**config.mk**
```make
export PLATFORM = sky130hd
export DESIGN_NAME = cache_mem_arbiter
export DESIGN_NICKNAME = d
export VERILOG_FILES = /design/src/rtl/cpu_types_pkg.sv /design/src/rtl/arb_priority.sv /design/src/rtl/cache_mem_arbiter.sv
export SDC_FILE = /design/constraint.sdc
export NUM_CORES = 1
export LEC_CHECK = 0
export ABC_AREA = 1
export BUFFER_PORTS_ARGS = -buffer_cell sky130_fd_sc_hd__buf_2
export CORE_MARGIN = 4
export CORE_UTILIZATION = 45
export DETAILED_ROUTE_END_ITERATION = 8
export PLACE_DENSITY = 0.81
export REMOVE_ABC_BUFFERS = 1
export SETUP_SLACK_MARGIN = 0.3
export SLEW_MARGIN = 10
export SYNTH_ARGS = -nofsm -noshare
export SYNTH_HDL_FRONTEND = slang
export SYNTH_SLANG_ARGS = --single-unit
```
**constraint.sdc**
```tcl
create_clock -name CLK -period 2.35 [get_ports CLK]
set_input_delay 0.47 -clock CLK [delete_from_list [all_inputs] [get_ports CLK]]
set_output_delay 0.47 -clock CLK [all_outputs]
set_load 0.02 [all_outputs]
```
**src/rtl/cpu_types_pkg.sv**
```systemverilog
// Shared types for the cache/memory arbiter.
//   word_t      : 32-bit data/address word
//   ramstate_t  : status reported by the single-port RAM
//   arb_state_t : arbiter FSM states
//   owner_t     : which requester owns the transaction in flight
//   txn_t       : latched transaction (op, address, store data, owner)
package cpu_types_pkg;

  typedef logic [31:0] word_t;

  typedef enum logic [1:0] {
    FREE   = 2'd0,
    BUSY   = 2'd1,
    ACCESS = 2'd2,
    ERROR  = 2'd3
  } ramstate_t;

  typedef enum logic [1:0] {
    IDLE  = 2'd0,
    D_ACC = 2'd1,
    I_ACC = 2'd2
  } arb_state_t;

  typedef enum logic {
    OwnerD = 1'b0,
    OwnerI = 1'b1
  } owner_t;

  typedef struct packed {
    logic   op_wr;
    word_t  addr;
    word_t  data;
    owner_t owner;
  } txn_t;

endpackage

```
**src/rtl/arb_priority.sv**
```systemverilog
// Grant logic for the cache/memory arbiter: data side wins unless the instruction
// side has been passed over STARVE_LIMIT times in a row.
// Ports:
//   clk, rst  : clock, synchronous active-high reset
//   in_idle   : arbiter is in IDLE and may grant this cycle
//   d_req     : data cache request (read or write)
//   i_req     : instruction cache request
//   grant_d   : grant data side this cycle (combinational)
//   grant_i   : grant instruction side this cycle (combinational)
module arb_priority
  import cpu_types_pkg::*;
#(
  parameter int unsigned STARVE_LIMIT = 4
) (
  input  logic clk,
  input  logic rst,
  input  logic in_idle,
  input  logic d_req,
  input  logic i_req,
  output logic grant_d,
  output logic grant_i
);

  localparam int unsigned CntW = $clog2(STARVE_LIMIT + 1);
  localparam logic [CntW-1:0] Limit = CntW'(STARVE_LIMIT);

  logic [CntW-1:0] starve_cnt;
  logic            at_limit;

  always_comb begin
    at_limit = (starve_cnt == Limit);
    grant_d  = in_idle & d_req & ~(i_req & at_limit);
    grant_i  = in_idle & i_req & ~grant_d;
  end

  // Counts data grants that bypassed a waiting fetch; any idle cycle without a
  // fetch pending means the icache is not being starved, so start over.
  always_ff @(posedge clk) begin
    if (rst) begin
      starve_cnt <= '0;
    end else if (grant_i || (in_idle && !i_req)) begin
      starve_cnt <= '0;
    end else if (grant_d && i_req && !at_limit) begin
      starve_cnt <= starve_cnt + CntW'(1);
    end
  end

endmodule

```
**src/rtl/cache_mem_arbiter.sv**
```systemverilog
// Arbitrates icache fetches and dcache reads/writes onto one single-port RAM,
// one transaction in flight at a time, data side prioritised.
// Optional feature: define MEM_ARB_TIMEOUT_EN to add a watchdog that forces
// completion (load=0, ram_err set) after TIMEOUT_CYCLES cycles in an access state.
// Ports:
//   CLK, RST            : clock, synchronous active-high reset
//   iREN, iaddr         : icache fetch request / word address
//   iload, iwait        : fetch data (valid when iwait=0), hold-request flag
//   dREN, dWEN          : dcache read / write request (both set = write)
//   daddr, dstore       : dcache word address / write data
//   dload, dwait        : read data (valid when dwait=0), hold-request flag
//   ramREN, ramWEN      : RAM strobes
//   ramaddr, ramstore   : RAM address / write data
//   ramload, ramstate   : RAM read data / status
//   ram_err             : sticky error (ERROR completion or watchdog)
module cache_mem_arbiter
  import cpu_types_pkg::*;
#(
  parameter int unsigned STARVE_LIMIT   = 4,
  parameter int unsigned TIMEOUT_CYCLES = 64
) (
  input  logic        CLK,
  input  logic        RST,
  input  logic        iREN,
  input  logic [31:0] iaddr,
  output logic [31:0] iload,
  output logic        iwait,
  input  logic        dREN,
  input  logic        dWEN,
  input  logic [31:0] daddr,
  input  logic [31:0] dstore,
  output logic [31:0] dload,
  output logic        dwait,
  output logic        ramREN,
  output logic        ramWEN,
  output logic [31:0] ramaddr,
  output logic [31:0] ramstore,
  input  logic [31:0] ramload,
  input  ramstate_t   ramstate,
  output logic        ram_err
);

  arb_state_t state;
  txn_t       txn;

  logic d_req, in_idle, busy;
  logic grant_d, grant_i;
  logic ram_ok, ram_fail, timeout, done, fail_end;
  logic d_match, i_match, ack_d, ack_i;

  assign d_req   = dREN | dWEN;
  assign in_idle = (state == IDLE);
  assign busy    = ~in_idle;

  arb_priority #(
    .STARVE_LIMIT(STARVE_LIMIT)
  ) u_arb_priority (
    .clk    (CLK),
    .rst    (RST),
    .in_idle(in_idle),
    .d_req  (d_req),
    .i_req  (iREN),
    .grant_d(grant_d),
    .grant_i(grant_i)
  );

`ifdef MEM_ARB_TIMEOUT_EN
  localparam int unsigned WdW = $clog2(TIMEOUT_CYCLES + 1);

  logic [WdW-1:0] wd_cnt;

  // Held at zero in IDLE, so every access state starts a fresh count.
  always_ff @(posedge CLK) begin
    if (RST || !busy) begin
      wd_cnt <= '0;
    end else if (!timeout) begin
      wd_cnt <= wd_cnt + WdW'(1);
    end
  end

  assign timeout = busy && (wd_cnt == WdW'(TIMEOUT_CYCLES - 1));
`else
  logic unused_timeout_cycles;

  assign unused_timeout_cycles = ^TIMEOUT_CYCLES;
  assign timeout               = 1'b0;
`endif

  always_comb begin
    ram_ok   = (ramstate == ACCESS);
    ram_fail = (ramstate == ERROR);
    done     = busy && (ram_ok || ram_fail || timeout);
    fail_end = busy && !ram_ok && (ram_fail || timeout);

    // An ack is only delivered to a requester still asking for the same word;
    // otherwise the completed access is silently dropped.
    d_match  = d_req && (daddr == txn.addr);
    i_match  = iREN && (iaddr == txn.addr);
    ack_d    = done && (txn.owner == OwnerD) && d_match;
    ack_i    = done && (txn.owner == OwnerI) && i_match;

    dwait    = ~ack_d;
    iwait    = ~ack_i;
    dload    = (ack_d && ram_ok) ? ramload : '0;
    iload    = (ack_i && ram_ok) ? ramload : '0;

    // Strobes depend only on registered state, so they are glitch-free and
    // stable for the whole access.
    ramREN   = busy && !txn.op_wr;
    ramWEN   = busy && txn.op_wr;
    ramaddr  = txn.addr;
    ramstore = txn.data;
  end

  always_ff @(posedge CLK) begin
    if (RST) begin
      state   <= IDLE;
      txn     <= '0;
      ram_err <= 1'b0;
    end else begin
      if (fail_end) begin
        ram_err <= 1'b1;
      end
      case (state)
        IDLE: begin
          if (grant_d) begin
            txn   <= '{op_wr: dWEN, addr: daddr, data: (dWEN ? dstore : '0), owner: OwnerD};
            state <= D_ACC;
          end else if (grant_i) begin
            txn   <= '{op_wr: 1'b0, addr: iaddr, data: '0, owner: OwnerI};
            state <= I_ACC;
          end
        end
        D_ACC, I_ACC: begin
          if (done) begin
            state <= IDLE;
          end
        end
        default: state <= IDLE;
      endcase
    end
  end

endmodule

```
==> flow_summary.yaml <==
critical_path:
  cp.arrival_ns: 2.16
  cp_slowest_stage_delay_ns: 0.41
  crit_buf_inv: 3
  cp.depth: 12
  required_ns: 1.88
  cp-start-kind: "flip-flop"
  critPathSlowestCell: "dfxtp_1"
  reg2reg_depth: 10
  cp-end-kind: "output port"
  crit_chain: "inv_2, nand2_1, nand2_1, nor2_1, nand2_1, nor2_1, nand2_1, nor2_4, nand3_4, clkbuf_16, nor2_4, buf_6"
  crit_top_cell: "nand2_1"
  crit_fanout: 8
  crit_family: "simple AND/OR/NAND/NOR gates"
  setup.worst_path.class: "flip-flop to output port"
grt:
  antenna_found_initial: 2
  grt_use_met3_pct: 7.763
  first_global_vias: 5376
  overflow: 0
  global_route.usage.met2_pct: 47.48
  grt_util_all_layers_pct: 26.94
  grt_pass1_wl_um: 27270
  use_met1_pct: 30.93
  grt_max_degree: 38
  busiest_layer: "met2"
clocking:
  clkSlewWorstSetupHoldPaths_ns: 0.08
  root_buffer: "clkbuf_8"
  clockBufferDepth: 2
  cts_buffers: 9
  h-tree-depth: 3
  hold_buffers: 0
  clock_sinks: 72
  clock_latency_ns: 0.36
  cts_tree: "done"
route:
  vias: 5642
  drc: 0
  drtPass1Iterations: 5
  drt_iter0_drc: 423
  ant_nets: 0
  routed_via_density: 4.932
  drt-total-wl_um: 18300
  wl_per_cell_um: 15.99
finish:
  fillers: 952
  synthToLayoutAreaGrowth_pct: 37.25
  nets: 1139
  seqCellArea_um2: 1445
  multiInputGateArea_um2: 2618
  post-route-util_pct: 63.98
  fin_area_um2: 6694
  drive_above_1_share_pct: 36.28
power:
  power_density_nw_per_um2: 853.4
  vdd_drop_max_mv: 0.6249
  total_power_uw: 5713
  p_leak_uw: 0.003508
sta:
  hold_ws_ns: 0.3547
  relSlewSlack_pct: 67.11
  finalHoldViolCount: 0
  setup_violations: 64
  rsz0062_at_grt: "yes"
  fin_crit_sh_pct: 111.8
  maxSlewViolCount: 0
  finClkSkew_ns: 0.01133
  min_period_ns: 2.627
  worst_slew_pin_slew_ns: 0.4926
  finalWorstSetupSlack_ns: -0.2771
  max_freq_ghz: 0.3806
logic_synthesis:
  syn-cell-area_um2: 4877
  ys_ff_latch: 72
  ys_warn_count: 0
  synth_cells: 797
  synth_area_per_cell_um2: 6.119
  synth_cell_types: 26
  yosysSeqAreaShare_pct: 29.55
placement:
  post-dp-hpwl_um: 13290
  place_ws_ns: -0.2015
  place_area_um2: 5883
  place_congestion: 0.9359
  portBuffers: 267
die:
  die_h_um: 112.1
  die_w_um: 112.1
  dieArea_um2: 12570
  start_util_pct: 46.62
  ios: 268
  fp-row-count: 37
  core_um2: 10460
job:
  drv_cap: 0
min_path:
  whs_path_depth: 3
  hold_class: "input pin to flip-flop"
status:
  outcome: "finished with violations"
  failed_checks: "negative setup slack"
## path summary, 6_finish.rpt
kind | slack (ns) | from | to
min | 0.35 | dstore[20] | ramstore[20]
min reg2reg | 0.47 | ramstore[20] | ramstore[20]
max | -0.28 | ramaddr[15] | iload[22]
max reg2reg | 0.45 | state[0] | ramstore[18]
## tightest hold or removal path: stages
cell,delay [ns]
buf_2,0.09
nand2_1,0.05
a21oi_1,0.05
## metrics by stage
step                TNS, ns  cells
floorplan            -21.83    701
global placement    -0.4348   1119
detailed placement  -0.4633   1119
CTS                  -12.21   1140
global route         -23.10   1144
finish               -13.49   1144
## layout by cell type (no fill, tap or decap), types with 3 or more instances in the layout
cell,n
o21ai_0,45
clkbuf_8,12
buf_2,201
nand2_1,220
nor2_4,32
dfxtp_2,3
nor2_2,13
a21oi_1,102
dfxtp_1,69
xnor2_1,18
buf_6,33
nor2_1,67
nand3_1,7
buf_4,50
inv_1,98
o22ai_1,3
inv_2,8
## repair_timing
action,in CTS,in global routing
cloned,2,1
setup buffers,3,1
gates resized for setup,125,31
pin swaps,3,2
endpoints found under the setup margin,66,66
## synth_stat cells
cell type  instances  area share [%]
nand4_1            2            0.26
o21ai_2            1            0.18
nor2_2            32             4.1
xnor2_1           18             3.2
and3_1             1            0.13
nor3_1             1            0.10
o22ai_1            3            0.38
o21ai_1            1            0.10
clkbuf_1          14             1.1
a211oi_1           1            0.15
nand3_2            2            0.41
buf_4             64             9.9
xor2_1             1            0.18
dfxtp_1           72              30
inv_1            100             7.7
nand3b_1           1            0.15
nand3_1            7            0.72
buf_6              3            0.69
buf_2             12             1.2
nor2_1            80             6.2
nand2_1          222              17
o21ai_0           45             4.6
inv_2              6            0.46
a21oi_1          102              10
ha_1               3            0.77
buf_1              3            0.23
## report_power, final
group | internal, uW | switching [uW] | total (uW) | leakage, uW
sequential | 1520 | 299 | 1820 | 0.000594
clock | 470 | 478 | 948 | 0.0000927
combinational | 1020 | 1920 | 2940 | 0.00282
## area by class of cell
class	instances	share of cell area, %
Tap cell	136	2.542
Clock buffer	14	2.579
Sequential cell	72	21.59
Clock inverter	2	0.1869
Inverter	106	5.944
Antenna cell	2	0.07477
Multi-Input combinational cell	523	39.10
Timing Repair Buffer	289	27.98
## logic make-up (layout without fill, tap and decap cells)
kind of cell	Yosys count	after routing	synth area share (%)
AO/OA/AOI/OAI	153	153	15.91
XOR/XNOR	19	19	3.412
adder cells (fa/ha/maj)	3	3	0.7697
buffers and inverters	202	411	21.24
flip-flops	72	72	29.55
other	0	2	0
AND/OR/NAND/NOR	348	348	29.12
## registers in the layout (all words and copies together), names as in the netlist
register and count:
u_arb_priority.starve_cnt 3, ramaddr 32, ram_err 1, txn 2
state 2, ramstore 32
## metal layers
layer	share of wire [%]	up-vias
met1	39	2528
met5	0	-
met4	2.7	0
li1	-	2795
met3	9.4	35
met2	49	284
Note: power is estimated with default switching activity, not from simulation.
